File: config.mk
export PLATFORM = sky130hd
export DESIGN_NAME = dfe_round_satu
export DESIGN_NICKNAME = d
export VERILOG_FILES = /design/src/rtl/dfe_round_satu.sv
export SDC_FILE = /design/constraint.sdc
export NUM_CORES = 1
export LEC_CHECK = 0
export ABC_AREA = 1
export CAP_MARGIN = 20
export CORE_MARGIN = 1
export CORE_UTILIZATION = 54
export CTS_BUF_LIST = sky130_fd_sc_hd__clkbuf_4
export DETAILED_ROUTE_END_ITERATION = 10
export HOLD_SLACK_MARGIN = 0.1
export PLACE_DENSITY = 0.82
export SYNTH_ARGS = -nofsm -noshare
export SYNTH_HDL_FRONTEND = slang
export SYNTH_SLANG_ARGS = --single-unit
export TNS_END_PERCENT = 10
File: constraint.sdc
create_clock -name i_clk -period 4.4 [get_ports i_clk]
set_input_delay 1.32 -clock i_clk [delete_from_list [all_inputs] [get_ports i_clk]]
set_output_delay 1.32 -clock i_clk [all_outputs]
set_load 0.02 [all_outputs]
File: src/rtl/dfe_round_satu.sv
// Multi-channel round-half-up/truncate then clip stage with clip flags, sticky flags and windowed clip counts.
// Latency 2 cycles in to out (flags/counts at +3); full rate, no backpressure.
module dfe_round_satu #(
  parameter int DIN_WIDTH  = 39,
  parameter int DOUT_WIDTH = 17,
  parameter int FRAC_DROP  = 0,
  parameter int NCH        = 2,
  parameter int CNT_WIDTH  = 16
) (
  input  logic                      i_clk,
  input  logic                      i_rst,
  input  logic                      i_valid,
  input  logic [NCH*DIN_WIDTH-1:0]  i_data,
  input  logic                      i_rnd_en,
  input  logic                      i_sym_en,
  input  logic [CNT_WIDTH-1:0]      i_win_len,
  input  logic                      i_clr,
  output logic                      o_valid,
  output logic [NCH*DOUT_WIDTH-1:0] o_data,
  output logic [NCH-1:0]            o_satu,
  output logic [NCH-1:0]            o_satu_sticky,
  output logic [NCH*CNT_WIDTH-1:0]  o_satu_cnt,
  output logic                      o_cnt_upd
);

  localparam int SW = DIN_WIDTH + 1;
  localparam int RW = SW - FRAC_DROP;
  localparam logic signed [RW-1:0] HI = {{(RW-DOUT_WIDTH+1){1'b0}}, {(DOUT_WIDTH-1){1'b1}}};

  logic [SW-1:0]          rnd_add;
  logic signed [RW-1:0]   s1_next [NCH];
  logic signed [RW-1:0]   s1_r    [NCH];
  logic                   s1_vld;
  logic signed [RW-1:0]   lo_lim;
  logic [NCH*DOUT_WIDTH-1:0] dat_next;
  logic [NCH-1:0]         sat_next;
  logic [CNT_WIDTH-1:0]   win_cnt;
  logic [CNT_WIDTH-1:0]   acc     [NCH];
  logic [CNT_WIDTH-1:0]   acc_nxt [NCH];

  generate
    if (FRAC_DROP > 0) begin : g_rnd
      always_comb begin
        rnd_add = '0;
        rnd_add[FRAC_DROP-1] = i_rnd_en;
      end
    end else begin : g_no_rnd
      logic unused_rnd_en;
      assign unused_rnd_en = i_rnd_en;
      assign rnd_add = '0;
    end
  endgenerate

  // One guard bit above the input keeps the rounding add from wrapping at max positive.
  for (genvar k = 0; k < NCH; k++) begin : g_s1
    logic signed [SW-1:0] sum;
    assign sum = $signed({i_data[k*DIN_WIDTH+DIN_WIDTH-1], i_data[k*DIN_WIDTH +: DIN_WIDTH]})
               + $signed(rnd_add);
    assign s1_next[k] = RW'(sum >>> FRAC_DROP);
  end

  always_ff @(posedge i_clk) begin
    if (i_rst) begin
      s1_vld <= 1'b0;
      for (int k = 0; k < NCH; k++) s1_r[k] <= '0;
    end else begin
      s1_vld <= i_valid;
      if (i_valid) begin
        for (int k = 0; k < NCH; k++) s1_r[k] <= s1_next[k];
      end
    end
  end

  assign lo_lim = i_sym_en ? -HI : ~HI;

  always_comb begin
    dat_next = '0;
    sat_next = '0;
    for (int k = 0; k < NCH; k++) begin
      if (s1_r[k] > HI) begin
        dat_next[k*DOUT_WIDTH +: DOUT_WIDTH] = HI[DOUT_WIDTH-1:0];
        sat_next[k] = 1'b1;
      end else if (s1_r[k] < lo_lim) begin
        dat_next[k*DOUT_WIDTH +: DOUT_WIDTH] = lo_lim[DOUT_WIDTH-1:0];
        sat_next[k] = 1'b1;
      end else begin
        dat_next[k*DOUT_WIDTH +: DOUT_WIDTH] = s1_r[k][DOUT_WIDTH-1:0];
      end
    end
  end

  always_ff @(posedge i_clk) begin
    if (i_rst) begin
      o_valid <= 1'b0;
      o_data  <= '0;
      o_satu  <= '0;
    end else begin
      o_valid <= s1_vld;
      o_satu  <= s1_vld ? sat_next : '0;
      if (s1_vld) o_data <= dat_next;
    end
  end

  always_comb begin
    for (int k = 0; k < NCH; k++) begin
      acc_nxt[k] = (o_satu[k] && (acc[k] != '1)) ? acc[k] + 1'b1 : acc[k];
    end
  end

  // Clear wins over everything: the colliding sample is neither counted nor flagged.
  always_ff @(posedge i_clk) begin
    if (i_rst) begin
      win_cnt       <= '0;
      o_satu_sticky <= '0;
      o_satu_cnt    <= '0;
      o_cnt_upd     <= 1'b0;
      for (int k = 0; k < NCH; k++) acc[k] <= '0;
    end else begin
      o_cnt_upd <= 1'b0;
      if (i_clr) begin
        win_cnt       <= '0;
        o_satu_sticky <= '0;
        o_satu_cnt    <= '0;
        for (int k = 0; k < NCH; k++) acc[k] <= '0;
      end else begin
        if (o_valid) o_satu_sticky <= o_satu_sticky | o_satu;
        if (i_win_len == '0) begin
          win_cnt <= '0;
          for (int k = 0; k < NCH; k++) acc[k] <= '0;
        end else if (o_valid) begin
          if (win_cnt >= i_win_len - 1'b1) begin
            win_cnt   <= '0;
            o_cnt_upd <= 1'b1;
            for (int k = 0; k < NCH; k++) begin
              o_satu_cnt[k*CNT_WIDTH +: CNT_WIDTH] <= acc_nxt[k];
              acc[k] <= '0;
            end
          end else begin
            win_cnt <= win_cnt + 1'b1;
            for (int k = 0; k < NCH; k++) acc[k] <= acc_nxt[k];
          end
        end
      end
    end
  end

endmodule

### Yosys cells after proc, flatten, opt, wreduce, memory -nomap -nowiden

Memory sizes are Yosys's and may differ from the RTL's.
Index checks and enable logic that the tools add are counted.

| storage, ports and cells | value |
|---|---|
| bits of input ports | 100 |
| memories kept | 2 |
| latch bits | 0 |
| ROM bits | 0 |
| output and inout port bits | 72 |
| word-level logic and storage cells | 87 |
| register bits after elaboration | 89 |
| bits in writable memories | 112 |

Memory list:

| memory | depth | width | rd ports | clocked after Yosys merged registers in | write ports | line | RTL |
|---|---|---|---|---|---|---|---|
| s1_r | 2 | 40 | 2 | 0 | 2 | 32 | `logic signed [RW-1:0] s1_r [NCH];` |
| acc | 2 | 16 | 2 | 0 | 2 | 38 | `logic [CNT_WIDTH-1:0] acc [NCH];` |

| operators by class | value |
|---|---|
| shifts and indexed selects | 0 |
| reductions and logical operators | 7 |
| bitwise gates (word level) | 13 |
| add/subtract/negate cells | 4 |
| $mul | 0 |
| order comparisons | 5 |
| equality and inequality tests | 2 |
| multiplexer cells | 46 |
| div/mod/pow operators | 0 |

Operator list:

| kind | count |
|---|---|
| two-way mux 16 bit | 11 |
| > comparator 40 x 17 -> 1 bit, second input constant | 2 |
| less-than comparator 40 x 17 -> 1 bit | 2 |
| two-way mux 40 bit | 2 |
| two-way mux 17 bit | 4 |
| adder 16 x 1 -> 16 bit, second input constant | 3 |
| inequality test 16 bit, second input constant | 2 |
| two-way mux 1 bit | 29 |
| >= comparator 16 bit | 1 |
| zero test 16 bit | 1 |
| subtractor 16 x 1 -> 16 bit, second input constant | 1 |
| OR 1 bit | 10 |
| OR reduction 2 bit | 2 |
| AND reduction 3 bit | 1 |
| OR reduction 3 bit | 1 |
| logical AND 1 bit | 2 |
| NOT 1 bit | 2 |
| OR 2 bit | 1 |

### Logic depth before layout (Yosys ltp)

Gate-level depths: netlist of the first run.

| logic depth | value |
|---|---|
| depth after elaboration | 10 |
| mapped depth | 21 |
| mapped depth without buffers | 20 |

### Worst setup path after synthesis of the first run

Ideal clock, no wire load.

| path | value |
|---|---|
| path kind | input port to flip-flop |
| start | input port i_win_len[0] |
| end | register o_satu_cnt[12] |
| data arrival time | 3.633 ns |
| stages on the path | 17 |
| required time | 4.284 ns |
| path buffers | 2 |
| slack | 0.651 ns |
| library setup time | 0.116 ns |
| cell sequence | inv_1 -> ha_1 -> nand3_2 -> nor3_4 -> nand3_1 -> o21ai_0 -> o21ai_0 -> inv_1 -> ha_1 -> nand2_1 -> o21ai_0 -> a21oi_2 -> nand3_2 -> buf_6 -> buf_2 -> a21oi_1 -> nor2_2 |

| between the ends | value |
|---|---|
| word-level cells in the longest chain between the ends | 3 |
| elaborated cells on any way between the ends | 5 |
| classes of those cells | add/sub: 1; order compare: 1; bitwise: 1; reduce/logical: 2 |

RTL lines:

| item | line | RTL |
|---|---|---|
| start: declaration | 16 | `input logic [CNT_WIDTH-1:0] i_win_len,` |
| subtractor 16 x 1 -> 16 bit / zero test 16 bit (equally long branches) | 131, 127 |  |
| >= comparator 16 bit / NOT 1 bit (equally long branches) | n/a |  |
| AND reduction 3 bit (no source line) (*) | n/a |  |
| end signal: indexed assignment | 135 | `o_satu_cnt[k*CNT_WIDTH +: CNT_WIDTH] <= acc_nxt[k];` |
| end: declaration | 22 | `output logic [NCH*CNT_WIDTH-1:0] o_satu_cnt,` |

Mark *: on every way between the ends. The rest lies on a longest branch, timed or not.
A chain may end at the register's enable or synchronous reset.

### Worst setup path in the final report of the first run

| path | value |
|---|---|
| start | input port i_win_len[3] |
| end | register win_cnt[12] |

| between the ends | value |
|---|---|
| word-level cells in the longest chain between the ends | 3 |
| elaborated cells on any way between the ends | 5 |
| classes of those cells | add/sub: 1; order compare: 1; mux: 1; reduce/logical: 2 |

RTL lines:

| item | line | RTL |
|---|---|---|
| subtractor 16 x 1 -> 16 bit | 131 | `if (win_cnt >= i_win_len - 1'b1) begin` |
| >= comparator 16 bit | 131 |  |
| two-way mux 16 bit | 131 |  |
| end signal: assignment | 139 | `win_cnt <= win_cnt + 1'b1;` |
| end: declaration | 37 | `logic [CNT_WIDTH-1:0] win_cnt;` |

Parallel ways exist; a longest one is shown, timed or not.

==> flow_summary.yaml, run 1 <==
status:
  status: "finished, violations left"
  violations: "DRC"
clock_tree:
  cts-hold-fix-buffers: 0
  cts_resized: 0
  post_cts_buffers: 0
  cts_buffers: 17
  ctsRootBufferMaster: "clkbuf_4"
  cts_max_level: 4
  clk_path_buf_depth: 2
  cts_tree: "built"
  clk_latency_ps: 580
  cts.sinks: 199
  clk_transition_reported_paths_ps: 160
timing:
  slew_headroom_pct: 56.94
  hold_viol: 0
  clock.fmax_mhz: 258.1
  setup_tns_ps: 0
  period_share_pct: 88.06
  rsz0062_at_grt: "false"
  slew_violations: 0
  min_period_ps: 3875
  fin_skew_ps: 20.97
  worst-slew-pin-transition_ps: 645.9
  finalSetupViolations: 0
pwr:
  ir_drop_uv: 177.4
  cellPowerDensity_nw_per_um2: 288.8
  leakagePower_nw: 5.023
die:
  io_pins: 172
  fp.dieW_um: 138.1
  start_util_pct: 55.30
  coreArea_um2: 18090
  row_count: 49
  dieArea_um2: 19070
  die_h_um: 138.1
global_routing:
  grt_max_degree: 56
  grt_pass1_vias: 7833
  grt_overflow: 0
  grt_pass1_wl_um: 36000
  grt_use_met3_pct: 4.260
  top_usage_layer: "met2"
  met2_usage_pct: 40.95
  antenna_found_initial: 1
  track_usage_pct: 23.34
  use_met1_pct: 29.01
route:
  post_drt_wl_per_cell_um: 13.11
  post_drt_via_cell_ratio: 4.982
  ant_nets: 0
  wl_um: 21480
  vias: 8160
  drtPass1Iterations: 8
  drc: 14
  drt_iter0_markers: 545
yosys:
  synth_warnings: 0
  syn_area_per_cell_um2: 8.198
  synth_top_area_share_pct: 33.02
  synth_top_flop_cell: "edfxtp_1"
  syn-num-nets: 1340
  ys_seq_area_share_pct: 50.84
  synth_edf_count: 110
  synth_common_cells: "nand2_1, nor2_1, inv_1"
  synth_cells: 1220
  ys_types: 48
  synth_area_leaders: "edfxtp_1, dfxtp_1, nand2_1"
  synth_most_common_cell: "nand2_1"
  async_reset_ff_share_pct: 0
  synth_top_area_cell: "edfxtp_1"
  yosys_register_bits: 199
  syn_area_um2: 10000
worst_setup_path:
  worst_setup_path_start_kind: "primary input"
  cp.required_ps: 4900
  cp_common_cell: "nand2_1"
  path_max_fanout: 14
  slowest_delay_ps: 430
  cpMaxStageDelayCell: "clkdlybuf4s50_1"
  worstPathCellList: "clkdlybuf4s50_1, nor2_2, nand4_1, nor2_1, nand2_1, nor2_2, nand2_1, nor2_1, nand3_1, nand2_1, inv_1, ha_1, a21oi_1, o21ai_0, a21oi_2, nand3_2, nand2_1, nand2_2, nor3_1"
  rrSetupSlack_ps: 2200
  crit_path_end_kind: "register"
  worstPathArrival_ps: 4380
  crit_type: "primary input to register"
job:
  maxCapViolations: 0
final_layout:
  drive_above_1_share_pct: 7.955
  nets: 1515
  area_growth_pct: 23.24
  fin_util_pct: 68.16
place:
  port_buffers: 170
  dp_hpwl_um: 16070
  gp_congestion: 0.8773
min_path:
  hp-class: "register to register"
-- final cells by class --
class | instances | area [um2]
antenna | 1 | 2.502
sequential | 199 | 5085
clock buffer | 17 | 127.6
inverter | 173 | 649.4
timing repair buffer | 196 | 1959
tap | 229 | 286.5
clock inverter | 15 | 177.7
fill | 1464 | 5759
multi-input combinational | 808 | 4039
-- layout by cell type, fill, tap and decap left out, types with 15 or more instances in the layout --
cell type,n
a21boi_1,15
a21oi_1,55
buf_4,21
clkbuf_4,17
clkdlybuf4s50_1,170
dfxtp_1,89
edfxtp_1,110
ha_1,20
inv_1,170
nand2_1,251
nand3_1,61
nand4_1,17
nor2_1,225
o21ai_0,41
xnor2_1,16
xor2_1,16
-- logic make-up after synthesis --
family / count (synthesis) / share of synthesized area [%]
adder cells (fa/ha/maj): 20 / 2.502
AND/OR/NAND/NOR: 609 / 26.21
XOR/XNOR: 33 / 2.965
AO/OA/AOI/OAI: 146 / 8.657
flip-flops: 199 / 50.84
buffers and inverters: 213 / 8.831
-- sequential cells by signal, indices dropped and copies added (netlist names) --
name and flops:
o_satu 2, s1_vld 1, o_cnt_upd 1, win_cnt 16
s1_r 78, o_satu_cnt 32, acc 32, o_valid 1
o_satu_sticky 2, o_data 34
-- worst max-delay path: cells and delay by family --
| family | cells | cell delay, ps |
|---|---|---|
| and+or+nand+nor | 13 | 1860 |
| buffers and inverters | 2 | 470 |
| AOI/OAI and AO/OA | 3 | 440 |
| adders and majority gates | 1 | 280 |
-- metal layers --
layer	wire, um	part of all wire, %
met3	1081	5.0
met4	402	1.9
met2	10530	49
met1	9468	44
met5	0	0
-- metrics by stage --
stage          setup WS, ps  total power, W  instance area, um2  std cells  hold slack (ps)
6_report              525.2        0.003561               12330       1638            466.7
5_1_grt               132.1        0.003705               12330       1638            481.7
4_1_cts               528.6        0.003589               12320       1637            470.4
3_5_place_dp         -97.07        0.002589               12020       1605            450.8
3_3_place_gp          7.316        0.002574               12020       1605            446.1
2_1_floorplan         651.0        0.002383               10000       1220            470.1
-- final timing paths --
check / start / to / depth (start not counted)
worst min-delay path: o_satu_cnt[19] / o_satu_cnt[19] / 2
worst min register to register: o_satu_cnt[19] / o_satu_cnt[19] / 2
worst max register to register: acc[0][0] / acc[0][15] / 9
worst max-delay path: i_win_len[3] / win_cnt[12] / 19
-- power breakdown --
group	internal (W)	total, W	switching (W)	leakage [nW]
registers	0.00206	0.00212	0.0000630	1.92
logic	0.000199	0.000425	0.000226	2.94
clock network	0.000317	0.00101	0.000696	0.164
(Power assumes the default switching activity.)
==> inputs of run 2 (changes only) <==
--- a/config.mk
+++ b/config.mk
@@ -12,6 +12,7 @@
 export CTS_BUF_LIST = sky130_fd_sc_hd__clkbuf_4
 export DETAILED_ROUTE_END_ITERATION = 10
 export HOLD_SLACK_MARGIN = 0.1
+export MAX_ROUTING_LAYER = met4
 export PLACE_DENSITY = 0.82
 export SYNTH_ARGS = -nofsm -noshare
 export SYNTH_HDL_FRONTEND = slang
==> flow_summary.yaml, run 2 (synthesis results as in run 1) <==
status:
  status: "finished, violations left"
  violations: "DRC"
final_layout:
  largest_register_ffs: 78
  reg_top3: "s1_r (78), o_data (34)"
  final_cell_mix: "nand2_1, nor2_1, inv_1, clkdlybuf4s50_1, edfxtp_1"
  top_register: "s1_r"
  seqCellArea_um2: 5085
  nFillCells: 1489
  fin_util_pct: 68.04
  area_growth_pct: 23.03
  drive_above_1_share_pct: 8.026
  nets: 1515
  final_common_cell: "nand2_1"
  multi_input_area_um2: 4039
  final_cells: 1638
worst_setup_path:
  cp.required_ps: 4920
  slowest_delay_ps: 430
  worst_setup_path_start_kind: "primary input"
  ff2ff_path_depth: 9
  rrSetupSlack_ps: 2230
  worstPathCellList: "clkdlybuf4s50_1, nor2_2, nand4_1, nor2_1, nand2_1, nor2_2, nand2_1, nor2_1, nand3_1, nand2_1, inv_1, ha_1, a21oi_1, o21ai_0, a21oi_2, nand3_2, nand2_1, nand2_2, nor3_1"
  crit_buf_inv: 2
  critPathTopFamily: "simple AND/OR/NAND/NOR gates"
  path_max_fanout: 14
  worstPathArrival_ps: 4400
  cp_common_cell: "nand2_1"
  cp_num_cells: 19
  crit_type: "primary input to register"
  cpMaxStageDelayCell: "clkdlybuf4s50_1"
  crit_path_end_kind: "register"
route:
  post_drt_via_cell_ratio: 5.070
  vias: 8304
  ant_nets: 0
  drt_iter0_markers: 470
  drtPass1Iterations: 8
  post_drt_wl_per_cell_um: 13.60
  drc: 14
  wl_um: 22280
die:
  io_pins: 172
  fp.dieW_um: 138.1
  coreArea_um2: 18090
  die_h_um: 138.1
  row_count: 49
  dieArea_um2: 19070
  start_util_pct: 55.30
clock_tree:
  cts.sinks: 199
  post_cts_buffers: 0
  clk_transition_reported_paths_ps: 180
  cts_max_level: 4
  clk_latency_ps: 610
  cts_tree: "built"
  cts_resized: 0
  cts-hold-fix-buffers: 0
  ctsRootBufferMaster: "clkbuf_4"
  clk_path_buf_depth: 2
  cts_buffers: 17
timing:
  rsz0062_at_grt: "false"
  period_share_pct: 88.19
  min_period_ps: 3881
  setup_tns_ps: 0
  slew_headroom_pct: 56.48
  slew_violations: 0
  fin_skew_ps: 28.90
  finalSetupViolations: 0
  hold_viol: 0
  worst-slew-pin-transition_ps: 652.8
  clock.fmax_mhz: 257.7
global_routing:
  grt_max_degree: 56
  grt_overflow: 0
  track_usage_pct: 25.24
  grt_use_met3_pct: 4.468
  top_usage_layer: "met2"
  use_met1_pct: 29.09
  grt_pass1_vias: 8102
  antenna_found_initial: 1
  met2_usage_pct: 43.72
  grt_pass1_wl_um: 37320
job:
  maxCapViolations: 0
place:
  gp_congestion: 0.8714
  port_buffers: 170
  dp.cells: 1605
  dp_hpwl_um: 16920
pwr:
  ir_drop_uv: 158.2
  finalPower_w: 0.003601
  leakagePower_nw: 5.029
  cellPowerDensity_nw_per_um2: 292.6
min_path:
  hp-class: "register to register"
  worstHoldPathCells: 2
-- run 2: cell types whose count changed in the layout (fill, tap and decap cells not counted), sizes merged --
cell and change:
bufinv +1, clkinv -2, inv +1
-- run 2: cell type report --
type                    instances  share of cell area [%]
diodes                          1                 0.02034
clock buffers                  17                   1.037
clock inverters                15                   1.474
inverters                     173                   5.277
multi-input cells             808                   32.82
flip-flops and latches        199                   41.32
well taps                     229                   2.328
repair buffers                196                   15.72
-- run 2: report_power, final --
group | internal, W | leakage (nW) | switching, W
registers | 0.00206 | 1.92 | 0.0000642
clock network | 0.000367 | 0.173 | 0.000683
logic | 0.000197 | 2.94 | 0.000230
-- run 2: stage by stage --
stage	hold slack, ps	cell area [um2]	setup slack [ps]
detailed placement	449.6	11990	-98.28
floorplan	470.1	10000	651.0
global route	487.8	12310	184.5
CTS	471.6	12300	541.0
finish	468.8	12310	519.5
global placement	445.9	11990	38.07
-- run 2: path summary, 6_finish.rpt --
check                                    start              to
worst max register to register       acc[0][0]      acc[0][15]
worst min register to register  o_satu_cnt[27]  o_satu_cnt[27]
worst max-delay path              i_win_len[3]     win_cnt[12]
worst min-delay path            o_satu_cnt[27]  o_satu_cnt[27]
-- run 2: worst register-to-register path, stage by stage, from the launching register on --
cell      delay [ps]
edfxtp_1         510
ha_1             310
inv_2            100
nor2_4            50
nand2_4           80
nor2_2            50
nor2_4           370
nand3_1          160
xnor2_1          170
nor2b_1          130
-- run 2: metal layers --
layer	part of all wire, %	wire length (um)
met5	0	0
met4	2.9	643
met3	4.4	988
met2	50	11110
met1	43	9536
